**src/rtl/rd_burst_issuer.sv**
```systemverilog
// AXI4 read-burst issuer: splits burst/tail read requests into AR bursts of at most
// MAX_BEATS, counts R beats to completion and owns the frame address/beat bookkeeping.
module rd_burst_issuer #(
  parameter int ADDR_WIDTH = 32,
  parameter int DATA_BYTES = 8,
  parameter int ARSIZE     = 3,
  parameter int LSIZE      = 9,
  parameter int FSIZE      = 24,
  parameter int BURST_LEN  = 100,
  parameter int MAX_BEATS  = 64
) (
  input  logic                  clock,
  input  logic                  rst_n,
  input  logic                  fsync,
  input  logic [ADDR_WIDTH-1:0] base_addr,
  input  logic [FSIZE-1:0]      frame_beats,
  input  logic                  burst_req,
  input  logic                  tail_req,
  input  logic [LSIZE-1:0]      req_len,
  output logic                  resp,
  output logic                  done,
  output logic                  tail_status,
  output logic [LSIZE-1:0]      tail_len,
  output logic                  busy,
  output logic [ADDR_WIDTH-1:0] araddr,
  output logic [7:0]            arlen,
  output logic [2:0]            arsize,
  output logic [1:0]            arburst,
  output logic                  arvalid,
  input  logic                  arready,
  input  logic                  rvalid,
  input  logic                  rready,
  input  logic                  rlast
);

  // Wide enough for both a request length and a full 256-beat burst
  localparam int BW = (LSIZE > 9) ? LSIZE : 9;

  typedef enum logic [1:0] {
    IDLE  = 2'd0,
    ISSUE = 2'd1,
    DATA  = 2'd2,
    DRAIN = 2'd3
  } state_t;

  state_t                  state_r, state_s;
  logic [ADDR_WIDTH-1:0]   cur_addr_r, cur_addr_s;
  logic [FSIZE-1:0]        remaining_r, remaining_s;
  logic [LSIZE-1:0]        len_left_r, len_left_s;
  logic                    abort_r, abort_s;
  logic [ADDR_WIDTH-1:0]   araddr_r, araddr_s;
  logic [7:0]              arlen_r, arlen_s;
  logic                    arvalid_r, arvalid_s;
  logic                    resp_r, resp_s;
  logic                    done_r, done_s;
  logic                    busy_r, busy_s;
  logic                    tail_status_r, tail_status_s;
  logic [LSIZE-1:0]        tail_len_r, tail_len_s;
  logic [BW-1:0]           beats_s;
  logic                    r_last_s;

  assign r_last_s = rvalid & rready & rlast;

  // Beats for the next AR: outstanding request length capped at MAX_BEATS
  always_comb begin
    if (BW'(len_left_r) > BW'(MAX_BEATS)) begin
      beats_s = BW'(MAX_BEATS);
    end else begin
      beats_s = BW'(len_left_r);
    end
  end

  // Next-state and next-output logic
  always_comb begin
    state_s     = state_r;
    cur_addr_s  = cur_addr_r;
    remaining_s = remaining_r;
    len_left_s  = len_left_r;
    abort_s     = abort_r;
    araddr_s    = araddr_r;
    arlen_s     = arlen_r;
    arvalid_s   = arvalid_r;
    resp_s      = 1'b0;
    done_s      = 1'b0;
    case (state_r)
      IDLE: begin
        if (fsync) begin
          state_s = IDLE;
        end else if (burst_req || tail_req) begin
          resp_s     = 1'b1;
          len_left_s = req_len;
          abort_s    = 1'b0;
          if (req_len == {LSIZE{1'b0}}) begin
            done_s  = 1'b1;
            state_s = IDLE;
          end else begin
            state_s = ISSUE;
          end
        end else begin
          state_s = IDLE;
        end
      end
      ISSUE: begin
        if (!arvalid_r) begin
          if (fsync) begin
            state_s = IDLE;
          end else begin
            arvalid_s = 1'b1;
            araddr_s  = cur_addr_r;
            arlen_s   = 8'(beats_s - BW'(1));
          end
        end else if (arready) begin
          arvalid_s = 1'b0;
          // An aborted burst still has to be drained but must not touch the frame counters
          if (fsync || abort_r) begin
            state_s = DRAIN;
          end else begin
            cur_addr_s = cur_addr_r + ADDR_WIDTH'(beats_s) * ADDR_WIDTH'(DATA_BYTES);
            len_left_s = len_left_r - LSIZE'(beats_s);
            state_s    = DATA;
            if (32'(remaining_r) > 32'(beats_s)) begin
              remaining_s = remaining_r - FSIZE'(beats_s);
            end else begin
              remaining_s = {FSIZE{1'b0}};
            end
          end
        end else begin
          abort_s = abort_r | fsync;
        end
      end
      DATA: begin
        if (r_last_s) begin
          if (fsync) begin
            state_s = IDLE;
          end else if (len_left_r != {LSIZE{1'b0}}) begin
            state_s = ISSUE;
          end else begin
            done_s  = 1'b1;
            state_s = IDLE;
          end
        end else if (fsync) begin
          state_s = DRAIN;
        end else begin
          state_s = DATA;
        end
      end
      DRAIN: begin
        if (r_last_s) begin
          state_s = IDLE;
        end else begin
          state_s = DRAIN;
        end
      end
      default: begin
        state_s = IDLE;
      end
    endcase
  end

  // Status derived from the registered remaining count, so it lags it by a cycle
  always_comb begin
    tail_status_s = (32'(remaining_r) <= 32'(BURST_LEN));
    tail_len_s    = LSIZE'(remaining_r);
    busy_s        = (state_s != IDLE);
  end

  // State register; fsync reload has priority over every other counter update
  always_ff @(posedge clock or negedge rst_n) begin
    if (!rst_n) begin
      state_r       <= IDLE;
      cur_addr_r    <= {ADDR_WIDTH{1'b0}};
      remaining_r   <= {FSIZE{1'b0}};
      len_left_r    <= {LSIZE{1'b0}};
      abort_r       <= 1'b0;
      araddr_r      <= {ADDR_WIDTH{1'b0}};
      arlen_r       <= 8'd0;
      arvalid_r     <= 1'b0;
      resp_r        <= 1'b0;
      done_r        <= 1'b0;
      busy_r        <= 1'b0;
      tail_status_r <= 1'b0;
      tail_len_r    <= {LSIZE{1'b0}};
    end else begin
      state_r       <= state_s;
      cur_addr_r    <= fsync ? base_addr : cur_addr_s;
      remaining_r   <= fsync ? frame_beats : remaining_s;
      len_left_r    <= len_left_s;
      abort_r       <= abort_s;
      araddr_r      <= araddr_s;
      arlen_r       <= arlen_s;
      arvalid_r     <= arvalid_s;
      resp_r        <= resp_s;
      done_r        <= done_s;
      busy_r        <= busy_s;
      tail_status_r <= tail_status_s;
      tail_len_r    <= tail_len_s;
    end
  end

  assign resp        = resp_r;
  assign done        = done_r;
  assign busy        = busy_r;
  assign tail_status = tail_status_r;
  assign tail_len    = tail_len_r;
  assign araddr      = araddr_r;
  assign arlen       = arlen_r;
  assign arvalid     = arvalid_r;
  assign arsize      = 3'(ARSIZE);
  assign arburst     = 2'b01;

endmodule
```
**config.mk**
```make
export PLATFORM = sky130hd
export DESIGN_NAME = rd_burst_issuer
export DESIGN_NICKNAME = d
export VERILOG_FILES = /design/src/rtl/rd_burst_issuer.sv
export SDC_FILE = /design/constraint.sdc
export NUM_CORES = 1
export LEC_CHECK = 0
export CAP_MARGIN = 15
export CORE_MARGIN = 1
export CORE_UTILIZATION = 50
export CTS_BUF_LIST = sky130_fd_sc_hd__clkbuf_4 sky130_fd_sc_hd__clkbuf_8
export CTS_CLUSTER_SIZE = 30
export DETAILED_ROUTE_END_ITERATION = 6
export PLACE_DENSITY_LB_ADDON = 0.2
export SLEW_MARGIN = 20
export SYNTH_ARGS = -nofsm -noshare
export SYNTH_HDL_FRONTEND = slang
export SYNTH_SLANG_ARGS = --single-unit
```
**constraint.sdc**
```tcl
create_clock -name clock -period 6.6 [get_ports clock]
set_input_delay 0.99 -clock clock [delete_from_list [all_inputs] [get_ports clock]]
set_output_delay 0.99 -clock clock [all_outputs]
set_load 0.02 [all_outputs]
```
==> results.md <==
* CP Launch Type: flop
* Clk buf depth at 2
* Top_reg_cell synth: dfrtp_1
* Crit path capture type: flop
* Hold Path Stages at 0
* Worst path slowest cell: or3_1
* Initial core utilization at 51.10%
* Chip height at 118.1 um
* Hold buffers post-CTS at 0
* CP top delay family: compound AO/OA/AOI/OAI gates
* Slew Limit Fails at 0
* LEAKAGE at 3.656 nW
* HP Class: reg -> reg
* Diodes inserted at 0
* Worst hold slack at 422.6 ps
* Synth area leaders: dfrtp_1 (45%), nand2_1 (9.6%), ha_1 (4.1%)
* Row cnt at between 40 and 50
* Fin area at 0.008524 mm^2
* Crit Reg-Reg Startpoint: len_left_r[8]
* CTS tree: yes
* # fillers at 1150
* Most frequent cell after synthesis: nand2_1
* Tightest Pin Transition at roughly 940 ps
* Clk Latency, worst-skew pair at 450 ps
* Clock buffer count from CTS at 17
* Layout cells sized above 1 at roughly 7.4%
* Vias/cell at 5.606
* RSZ-0062 raised after global routing: no
* # IOs at 133
* Minimum clock period at 3782 ps
* Final setup violation count at 0
* Crit Path Max Fanout at 13
* P&R area growth vs syn at 26.47%
* CP Data Arrival Time at ~4000 ps
* Die Wd at 118.1 um
* Post-synth top area share at between 40% and 50%
* Layout Nets at 979
* Global route total overflow at 0
* Yosys Warn Count at 0
* Die area at 0.01395 mm^2
* Final ANT Viol Nets at 0
* DRT Wirelength at between 15000 and 20000 um
* Fin cells at 1070
* Setup TNS at 0 ps
* FFs w/ async S/R, synth at 100.0%
* Total GRT Usage at 26.27%
* Worst path depth at 12
* Placed cell area at between 0.008 and 0.009 mm^2
* Initial antenna violation count at 0
* Routed wire per std cell at 16.19 um
* Syn Inst Count at 761
* Post-synth top area cell: dfrtp_1
* Vias after detailed routing at approximately 6000
* Power Density at roughly 370 mW/mm^2
* Dpl cells at roughly 1000
* Synth cell count leaders: nand2_1 (173), dfrtp_1 (122), o21ai_0 (51), nor2_1 (47), clkbuf_1 (33)
* Largest stage delay, worst path at 490 ps
* Worst IR drop on VDD at 0.0002320 V
* First-pass GRT wire length at about 29000 um
* Fin util at 64.63%
* Fin. Hold Viols at 0
* Post-route clock period utilization at approximately 57%
* HPWL after DPL at 12450 um
* # clock sinks at ~120
* Max-cap violations at 0
* Beginning of the critical path: len_left_r[8]
* Share of the yosys chip area belonging to registers at 45.29%
* Avg Inst Size Synth at 8.857 um^2
* Crit-path cells: or3_1 -> inv_2 -> and2_1 -> ha_1 -> inv_1 -> fa_1 -> a21oi_1 -> nor3_1 -> o21ai_1 -> a21oi_2 -> o21ai_2 -> o221ai_1
* Worst Slack Setup Final at 2818 ps
* Cts repair resizes at 0
* Core area at approximately 0.013 mm^2
* Relative max-transition margin at 37.44%
* Buffers added on ports at 127
* Hold path startpoint: remaining_r[8]
* Crit Path Category: reg -> reg
* Critical Path RT at 6900 ps
* Buf/Inv on CP at 2
* Design Power at 3.115 mW
* Status: finished clean
* Post-CTS Repair Setup Buffers at 0
* Final RePlAce weighted congestion at 0.9460
* Final worst clock skew at 12.95 ps
* Worst R2R Path Depth at 12
* #FFs+latches synth at approximately 120
* Root buf cell: clkbuf_8
* DRC Markers at 0
* Mapped Area at 0.006740 mm^2
* Vias in the first global route at approximately 6000
* Number of synthesized flops with an enable pin at 0
* Clk pin slew, worst setup/hold paths at 70 ps
* DR pass1 iterations at 4
* Cell variety after synth at 69
* Pre-CTS worst setup slack at around 2900 ps
* H-tree depth at 4
* Largest net degree at the start of global routing at 81
* Iteration-0 DRC Markers at 360
* Fmax at around 260 MHz
==> layout make-up <==
| class | instances | area (um^2) | share of cell area (%) |
|---|---|---|---|
| inverter | 22 | 83.83 | 0.9834 |
| clock buffer | 19 | 255.2 | 2.994 |
| tap | 176 | 220.2 | 2.583 |
| clock inverter | 13 | 127.6 | 1.497 |
| multi-input combinational | 585 | 3472 | 40.73 |
| sequential | 122 | 3053 | 35.81 |
| timing repair buffer | 133 | 1313 | 15.40 |
==> registers in the layout, summed over array words and instances (netlist names), 2 cells and up <==
name / count
state_r: 2
tail_len: 9
cur_addr_r: 32
len_left_r: 9
remaining_r: 24
araddr: 32
arlen: 8
==> worst reg2reg max path: stages (launching register included) <==
cell,delay (ps)
dfrtp_1,440
or3_1,490
inv_2,210
and2_1,220
ha_1,190
inv_1,50
fa_1,400
a21oi_1,180
nor3_1,100
o21ai_1,470
a21oi_2,250
o21ai_2,430
o221ai_1,190
==> routing by layer <==
layer	vias up	wire [um]	GRT usage (%)
li1	2893	-	-
met3	36	735	5.572
met2	169	8524	43.42
met5	-	0	0
met4	0	484	13.14
met1	2900	7584	32.53
==> cells in the final DEF (no fill, tap or decap), types with 11 or more instances in the layout <==
master,instances
nand2_1,173
clkdlybuf4s50_1,125
dfrtp_1,122
o21ai_0,51
nor2_1,47
ha_1,22
a21oi_1,21
inv_1,20
xor2_1,20
nor3_1,19
xnor2_1,19
a31oi_1,18
clkbuf_8,18
nand3_1,14
o21ai_1,13
conb_1,11
==> report_power, final <==
part	internal [mW]	switching [mW]	leakage [nW]
Sequential	0.954	0.183	1.47
Clock	0.344	0.301	0.186
Combinational	0.582	0.751	2.00
==> cell families (layout without fill, tap and decap cells) <==
family          count (synthesis)  in the layout  share of synthesized area, %
compound gates                178            178                         16.97
xor+xnor                       39             39                         5.068
fa+ha+maj                      24             24                         4.678
buf+inv                        63            187                         3.842
mux                            11             11                         1.726
flops                         122            122                         45.29
simple gates                  322            322                         22.31
other cells                     2             11                        0.1114
==> worst paths after layout <==
path	endpoint	slack (ps)
max in group asynchronous	araddr[6]	4950
worst max register to register	remaining_r[2]	2820
min in group asynchronous	len_left_r[5]	590
worst min-delay path	tail_len[8]	420
worst max-delay path	remaining_r[2]	2820
worst min register to register	tail_len[8]	420
Power figures use the tool's default switching activity.
